==> config.mk <==
export PLATFORM = sky130hd
export DESIGN_NAME = calc_sequencer
export DESIGN_NICKNAME = d
export VERILOG_FILES = /design/src/rtl/calc_pkg.sv /design/src/rtl/calc_entry.sv /design/src/rtl/calc_sequencer.sv
export SDC_FILE = /design/constraint.sdc
export NUM_CORES = 1
export LEC_CHECK = 0
export CORE_ASPECT_RATIO = 2
export CORE_MARGIN = 2
export CORE_UTILIZATION = 40
export CTS_CLUSTER_SIZE = 8
export DETAILED_ROUTE_END_ITERATION = 10
export RECOVER_POWER = 100
export SLEW_MARGIN = 20
export SYNTH_ARGS = -nofsm -noshare
export SYNTH_HDL_FRONTEND = slang
export SYNTH_HIERARCHICAL = 1
export SYNTH_SLANG_ARGS = --single-unit
==> constraint.sdc <==
create_clock -name clk_i -period 4.1 [get_ports clk_i]
set_clock_uncertainty 0.1 [all_clocks]
set_input_delay 0.615 -clock clk_i [delete_from_list [all_inputs] [get_ports clk_i]]
set_output_delay 0.615 -clock clk_i [all_outputs]
set_load 0.05 [all_outputs]
==> src/rtl/calc_pkg.sv <==
// Shared types for the calculator sequencer: button codes, ALU ops, FSM states,
// the default-width operand type and button decode helpers.
package calc_pkg;

    localparam int DEF_DIGITS = 8;
    localparam int DEF_EXP_W  = $clog2(DEF_DIGITS);

    typedef enum logic [4:0] {
        B_NONE,
        B_NUM_0, B_NUM_1, B_NUM_2, B_NUM_3, B_NUM_4,
        B_NUM_5, B_NUM_6, B_NUM_7, B_NUM_8, B_NUM_9,
        B_OP_ADD, B_OP_SUB, B_OP_MUL, B_OP_DIV, B_OP_EQ,
        B_CLEAR, B_CLEAR_ENTRY, B_NEG
    } active_button_t;

    typedef enum logic [2:0] {
        OP_NONE, OP_ADD, OP_SUB, OP_MUL, OP_DIV
    } op_t;

    typedef enum logic [1:0] {
        S_IDLE, S_ALU_REQ, S_ALU_WAIT, S_ERROR
    } state_t;

    typedef enum logic [1:0] {
        E_HOLD, E_DIGIT, E_NEG, E_CLEAR
    } entry_op_t;

    // Operand layout for the default digit count; modules build the same
    // layout from their own DIGITS parameter.
    typedef struct packed {
        logic                       sign;
        logic [DEF_EXP_W-1:0]       exp;
        logic [DEF_DIGITS-1:0][3:0] sig;
    } num_t;

    function automatic logic is_digit(input active_button_t b);
        return (b >= B_NUM_0) && (b <= B_NUM_9);
    endfunction

    function automatic logic [3:0] digit_of(input active_button_t b);
        logic [4:0] d;
        d = 5'(b) - 5'(B_NUM_0);
        return d[3:0];
    endfunction

    function automatic logic is_operator(input active_button_t b);
        return (b >= B_OP_ADD) && (b <= B_OP_DIV);
    endfunction

    function automatic op_t op_of(input active_button_t b);
        op_t o;
        case (b)
            B_OP_ADD: o = OP_ADD;
            B_OP_SUB: o = OP_SUB;
            B_OP_MUL: o = OP_MUL;
            B_OP_DIV: o = OP_DIV;
            default:  o = OP_NONE;
        endcase
        return o;
    endfunction

endpackage

==> src/rtl/calc_entry.sv <==
// Operand entry datapath: appends BCD digits left-aligned, toggles sign and
// clears the entry. Purely combinational; the caller owns the registers.
module calc_entry
    import calc_pkg::*;
#(
    parameter int DIGITS = 8,
    parameter int EXP_W  = $clog2(DIGITS)
) (
    input  logic [EXP_W+4*DIGITS:0] num_i,
    input  logic                    entry_active_i,
    input  entry_op_t               op_i,
    input  logic [3:0]              digit_i,
    output logic [EXP_W+4*DIGITS:0] num_o,
    output logic                    entry_active_o
);

    typedef struct packed {
        logic                   sign;
        logic [EXP_W-1:0]       exp;
        logic [DIGITS-1:0][3:0] sig;
    } dnum_t;

    dnum_t cur;
    dnum_t nxt;
    logic  sig_zero;

    assign cur      = num_i;
    assign num_o    = nxt;
    assign sig_zero = (cur.sig == '0);

    always_comb begin
        nxt            = cur;
        entry_active_o = entry_active_i;
        unique case (op_i)
            E_HOLD: begin
            end
            E_DIGIT: begin
                // A zero display restarts at the leading position, so leading
                // zeros never consume digit slots.
                if (!entry_active_i || sig_zero) begin
                    nxt                = '0;
                    nxt.sig[DIGITS-1]  = digit_i;
                    entry_active_o     = 1'b1;
                end else if (int'(cur.exp) < DIGITS - 1) begin
                    for (int i = 0; i < DIGITS; i++) begin
                        if (i == DIGITS - 2 - int'(cur.exp)) begin
                            nxt.sig[i] = digit_i;
                        end
                    end
                    nxt.exp = cur.exp + EXP_W'(1);
                end
            end
            E_NEG: begin
                if (!sig_zero) begin
                    nxt.sign = ~cur.sign;
                end
            end
            E_CLEAR: begin
                nxt            = '0;
                entry_active_o = 1'b0;
            end
        endcase
    end

endmodule

==> src/rtl/calc_sequencer.sv <==
// Calculator sequencer: button handshake, operand entry, operator chaining,
// repeat-equals and a request/done handshake to a multi-cycle ALU.
//   state      | meaning
//   S_IDLE     | accepting buttons
//   S_ALU_REQ  | alu_valid_o high, operands held
//   S_ALU_WAIT | request taken, waiting for alu_done_i
//   S_ERROR    | sticky error, only B_CLEAR has effect
module calc_sequencer
    import calc_pkg::*;
#(
    parameter int DIGITS = 8,
    parameter int EXP_W  = $clog2(DIGITS)
) (
    input  logic                    clk_i,
    input  logic                    rst_ni,
    input  logic                    button_valid_i,
    input  active_button_t          button_i,
    output logic                    button_ready_o,
    output logic                    alu_valid_o,
    input  logic                    alu_ready_i,
    output logic [EXP_W+4*DIGITS:0] alu_left_o,
    output logic [EXP_W+4*DIGITS:0] alu_right_o,
    output op_t                     alu_op_o,
    input  logic                    alu_done_i,
    input  logic [EXP_W+4*DIGITS:0] alu_result_i,
    input  logic                    alu_err_i,
    output logic [EXP_W+4*DIGITS:0] display_o,
    output logic [EXP_W+4*DIGITS:0] upper_o,
    output logic                    error_o
);

    localparam int NUM_W = EXP_W + 4 * DIGITS + 1;

    state_t           state_q, state_d;
    logic [NUM_W-1:0] display_q, display_d;
    logic [NUM_W-1:0] upper_q, upper_d;
    logic [NUM_W-1:0] last_operand_q, last_operand_d;
    logic [NUM_W-1:0] alu_left_q, alu_left_d;
    logic [NUM_W-1:0] alu_right_q, alu_right_d;
    op_t              pending_op_q, pending_op_d;
    op_t              last_op_q, last_op_d;
    op_t              alu_op_q, alu_op_d;
    logic             repeat_valid_q, repeat_valid_d;
    logic             entry_active_q, entry_active_d;
    logic             error_q, error_d;

    logic             accept;
    entry_op_t        entry_op;
    logic [3:0]       entry_digit;
    logic [NUM_W-1:0] entry_num;
    logic             entry_active_nxt;

    // Derived from the state flop so that reset drops them asynchronously.
    assign button_ready_o = (state_q == S_IDLE) || (state_q == S_ERROR);
    assign alu_valid_o    = (state_q == S_ALU_REQ);
    assign accept         = button_valid_i && button_ready_o;

    assign alu_left_o  = alu_left_q;
    assign alu_right_o = alu_right_q;
    assign alu_op_o    = alu_op_q;
    assign display_o   = display_q;
    assign upper_o     = upper_q;
    assign error_o     = error_q;

    always_comb begin
        entry_op    = E_HOLD;
        entry_digit = '0;
        if (accept && (state_q == S_IDLE)) begin
            if (is_digit(button_i)) begin
                entry_op    = E_DIGIT;
                entry_digit = digit_of(button_i);
            end else if (button_i == B_NEG) begin
                entry_op = E_NEG;
            end else if (button_i == B_CLEAR_ENTRY) begin
                entry_op = E_CLEAR;
            end
        end
    end

    calc_entry #(
        .DIGITS (DIGITS),
        .EXP_W  (EXP_W)
    ) u_entry (
        .num_i          (display_q),
        .entry_active_i (entry_active_q),
        .op_i           (entry_op),
        .digit_i        (entry_digit),
        .num_o          (entry_num),
        .entry_active_o (entry_active_nxt)
    );

    always_comb begin
        state_d        = state_q;
        display_d      = entry_num;
        entry_active_d = entry_active_nxt;
        upper_d        = upper_q;
        last_operand_d = last_operand_q;
        alu_left_d     = alu_left_q;
        alu_right_d    = alu_right_q;
        pending_op_d   = pending_op_q;
        last_op_d      = last_op_q;
        alu_op_d       = alu_op_q;
        repeat_valid_d = repeat_valid_q;
        error_d        = error_q;

        unique case (state_q)
            S_IDLE: begin
                if (accept) begin
                    if (button_i == B_CLEAR) begin
                        display_d      = '0;
                        upper_d        = '0;
                        last_operand_d = '0;
                        alu_left_d     = '0;
                        alu_right_d    = '0;
                        pending_op_d   = OP_NONE;
                        last_op_d      = OP_NONE;
                        alu_op_d       = OP_NONE;
                        repeat_valid_d = 1'b0;
                        entry_active_d = 1'b0;
                        error_d        = 1'b0;
                    end else if (is_operator(button_i)) begin
                        if ((pending_op_q != OP_NONE) && entry_active_q) begin
                            alu_left_d  = upper_q;
                            alu_right_d = display_q;
                            alu_op_d    = pending_op_q;
                            state_d     = S_ALU_REQ;
                        end else begin
                            upper_d = display_q;
                        end
                        pending_op_d   = op_of(button_i);
                        entry_active_d = 1'b0;
                    end else if (button_i == B_OP_EQ) begin
                        if (pending_op_q != OP_NONE) begin
                            alu_left_d     = upper_q;
                            alu_right_d    = display_q;
                            alu_op_d       = pending_op_q;
                            last_op_d      = pending_op_q;
                            last_operand_d = display_q;
                            repeat_valid_d = 1'b1;
                            pending_op_d   = OP_NONE;
                            state_d        = S_ALU_REQ;
                        end else if (repeat_valid_q) begin
                            alu_left_d  = display_q;
                            alu_right_d = last_operand_q;
                            alu_op_d    = last_op_q;
                            state_d     = S_ALU_REQ;
                        end
                        entry_active_d = 1'b0;
                    end
                end
            end
            S_ALU_REQ, S_ALU_WAIT: begin
                // Done is honoured in REQ only together with the handshake.
                if (alu_done_i && ((state_q == S_ALU_WAIT) || alu_ready_i)) begin
                    if (alu_err_i) begin
                        error_d   = 1'b1;
                        display_d = '0;
                        state_d   = S_ERROR;
                    end else begin
                        display_d = alu_result_i;
                        upper_d   = alu_result_i;
                        state_d   = S_IDLE;
                    end
                end else if ((state_q == S_ALU_REQ) && alu_ready_i) begin
                    state_d = S_ALU_WAIT;
                end
            end
            S_ERROR: begin
                if (accept && (button_i == B_CLEAR)) begin
                    display_d      = '0;
                    upper_d        = '0;
                    last_operand_d = '0;
                    alu_left_d     = '0;
                    alu_right_d    = '0;
                    pending_op_d   = OP_NONE;
                    last_op_d      = OP_NONE;
                    alu_op_d       = OP_NONE;
                    repeat_valid_d = 1'b0;
                    entry_active_d = 1'b0;
                    error_d        = 1'b0;
                    state_d        = S_IDLE;
                end
            end
        endcase
    end

    always_ff @(posedge clk_i or negedge rst_ni) begin
        if (!rst_ni) begin
            state_q        <= S_IDLE;
            display_q      <= '0;
            upper_q        <= '0;
            last_operand_q <= '0;
            alu_left_q     <= '0;
            alu_right_q    <= '0;
            pending_op_q   <= OP_NONE;
            last_op_q      <= OP_NONE;
            alu_op_q       <= OP_NONE;
            repeat_valid_q <= 1'b0;
            entry_active_q <= 1'b0;
            error_q        <= 1'b0;
        end else begin
            state_q        <= state_d;
            display_q      <= display_d;
            upper_q        <= upper_d;
            last_operand_q <= last_operand_d;
            alu_left_q     <= alu_left_d;
            alu_right_q    <= alu_right_d;
            pending_op_q   <= pending_op_d;
            last_op_q      <= last_op_d;
            alu_op_q       <= alu_op_d;
            repeat_valid_q <= repeat_valid_d;
            entry_active_q <= entry_active_d;
            error_q        <= error_d;
        end
    end

endmodule

==> flow_summary.ini <==
[sta]
finalCriticalPeriod_ns = 3.70
hold_viol_final = 0
fin_crit_sh_pct = 90.2
tns_ns = 0
finalSetupViolations = 0
rsz0062_at_grt = false
slew_viol_final = 90
fmax_mhz = 270
worst_pin_slew_ns = 2.33
relSlewSlack_pct = -55.4
setup_slack_ns = 0.401

[finish]
multi_input_area_um2 = 4540
seqCellArea_um2 = 4850
stdcell_count = 1420
syn2layout_area_growth_pct = 27.7
n_antenna_cell = 0
num-fill-cells = 2230
drive_gt1_share_pct = 9.12
nNetsFinal = 1178
design_area_um2 = 12500

[cts]
h-tree-depth = 4
clkLatencyLatePin_ns = 0.44
clkSlewWorstSetupHoldPaths_ns = 0.07
cts_tree = yes
clock_sinks = 194
clock-root-buffer = clkbuf_16
postCtsSetupRepairBufs = 0
cts_inserted_buffers = 17
cts_buffer_depth = 2
cts_hold_buf = 0
post_cts_resized = 0

[route]
highest_layer = met4
totalWireLength_mm = 30.0
first_pass_iters = 7
routed-wl-met3_mm = 1.81
vias = 8355
drc_errors = 0
drt_iter0_drc = 503
wl_per_cell_um = 21.1
ant_nets = 0
met1_length_mm = 12.3
routed-wl-met2_mm = 15.2
viasPerCell = 5.88

[floorplanning]
die-area_um2 = 25800
core_um2 = 24200
ios = 197
rows = 81
dieWidth_um = 115
start_util_pct = 40.4
die_h_um = 225

[place]
dp_hpwl_mm = 20.7
dp_cells = 1388
place_congestion = 0.880
portBuffers = 196
place_area_um2 = 12000
dp_slack_ns = 0.163

[critical_path]
critPathKind = input port to flip-flop
required_ns = 4.32
critPathTopFamily = compound AO/OA/AOI/OAI gates
crit_path_top_delay_cell = a211oi_1
end_kind = flip-flop
cp_num_buf_inv = 2
critPathMaxStageDelay_ns = 0.77
startpoint_type = input port
arrival_ns = 3.92
critical_path.max_fanout = 44
crit_chain = dlygate4sd3_1 -> ha_1 -> a211oi_1 -> o21ai_0 -> a21oi_1 -> o21ai_4 -> clkbuf_4 -> mux2_1

[yosys]
synth_top_cell_by_area = dfrtp_1
synth.yosys.seq_area_share_pct = 49.6
ys_top_cells_by_area = dfrtp_1, nand2_1, mux2_1
synth_nets = 1012
yosys_warnings = 6
ys_async_sr_fraction_pct = 100
synth_top_area_share_pct = 49.6
avgSynthCellArea_um2 = 10.3
netlist_instances = 951
synthesis.area_um2 = 9790
synth-main-ff-cell = dfrtp_1
ys_ff_latch = 194
synth_edf_count = 0
yosysUniqueCellTypes = 62

[flow_run]
maxCapViolations = 1

[grt]
grt_pass1_vias = 8348
grt_start_max_net_pins = 90
grt_overflow = 0
antenna_found_initial = 1
grt_pass1_wl_mm = 47.6
gr-usage-all-layers_pct = 23.7

[power]
peakVddDrop_uv = 478
power.leakage_uw = 0.00573
powerDensity_nw_per_um2 = 892

[status]
status = complete, but fails checks
violations = max-capacitance violations, max-slew violations

[worst_hold_path]
hold_class = flip-flop to flip-flop
==> where the power goes <==
group	switching [µW]	leakage [µW]	internal [µW]
Combinational	4300	0.00279	2030
Clock	752	0.000279	847
Sequential	639	0.00265	2590
Total	5690	0.00573	5460
==> stage by stage <==
stage               utilization [%]  power, µW  hold WS (ns)
floorplan                         -       7760         0.219
global placement               49.6       9820         0.375
detailed placement             49.6       9880         0.382
CTS                            51.9      11500         0.143
global route                   51.6      11800         0.410
finish                         51.6      11100         0.385
==> sequential cells by signal, summed over array words and instances, names as in the netlist <==
name            count
upper_o            36
error_o             1
last_operand_q     36
state_q             2
repeat_valid_q      1
last_op_q           3
display_o          36
alu_op_o            3
pending_op_q        3
entry_active_q      1
alu_left_o         36
alu_right_o        36
==> logic make-up (layout without fill, tap and decap cells) <==
family,after synthesis,in the layout,synth area share [%]
compound gates,307,307,22.6
xor+xnor,2,2,0.179
mux,82,82,9.56
buf+inv,82,261,4.31
fa+ha+maj,14,14,1.79
flops,194,194,49.6
simple gates,270,270,12.0
==> metal layers <==
metal  GRT usage (%)  up-vias
li1                -     3811
met1            30.4     4200
met2            39.6      307
met3            4.87       37
met4            7.87        0
met5               0        -
==> worst paths after layout <==
| path | slack, ns | start | cells after the start | to |
|---|---|---|---|---|
| setup / recovery | 0.40 | button_i[0] | 8 | alu_left_o[15] |
| max in group asynchronous | 0.94 | rst_ni | 2 | alu_right_o[27] |
| hold reg to reg | 0.39 | alu_left_o[22] | 1 | alu_left_o[22] |
| hold / removal | 0.39 | alu_left_o[22] | 1 | alu_left_o[22] |
| setup reg to reg | 1.04 | state_q[1] | 10 | display_o[21] |
| min in group asynchronous | 0.73 | rst_ni | 1 | alu_right_o[12] |
==> cell usage after synthesis (3+ instances only) <==
| master | n |
|---|---|
| dfrtp_1 | 194 |
| nor4_1 | 10 |
| buf_2 | 19 |
| inv_1 | 12 |
| clkbuf_1 | 34 |
| nand3_1 | 4 |
| and2_1 | 14 |
| ha_1 | 14 |
| a21oi_1 | 82 |
| a32o_1 | 36 |
| o2bb2ai_1 | 28 |
| o21ai_1 | 21 |
| nand2_1 | 199 |
| nand4b_1 | 5 |
| buf_6 | 10 |
| nor2_1 | 18 |
| nor3_1 | 4 |
| mux2_2 | 29 |
| a22o_1 | 44 |
| buf_1 | 3 |
| o21ai_2 | 7 |
| buf_4 | 4 |
| a22oi_1 | 36 |
| o21ai_0 | 28 |
| mux2_1 | 50 |
==> cell type report <==
cell class,instances,share of cell area [%]
Multi-Input combinational cell,675,36.3
Timing Repair Buffer,217,17.1
Inverter,12,0.360
Clock inverter,10,0.591
Clock buffer,22,3.87
Tap cell,290,2.90
Sequential cell,194,38.8
==> cells in the final DEF, fill, tap and decap left out, drive strengths merged, types with 28 or more instances in the layout <==
cell type / synthesis / final
a21oi: 84 / 84
a22o: 44 / 44
a22oi: 36 / 36
a32o: 36 / 36
clkbuf: 34 / 30
clkdlybuf4s50: 0 / 43
dfrtp: 194 / 194
dlygate4sd3: 0 / 152
mux2: 79 / 79
nand2: 199 / 199
o21ai: 56 / 56
o2bb2ai: 28 / 28
(Power assumes the default switching activity.)
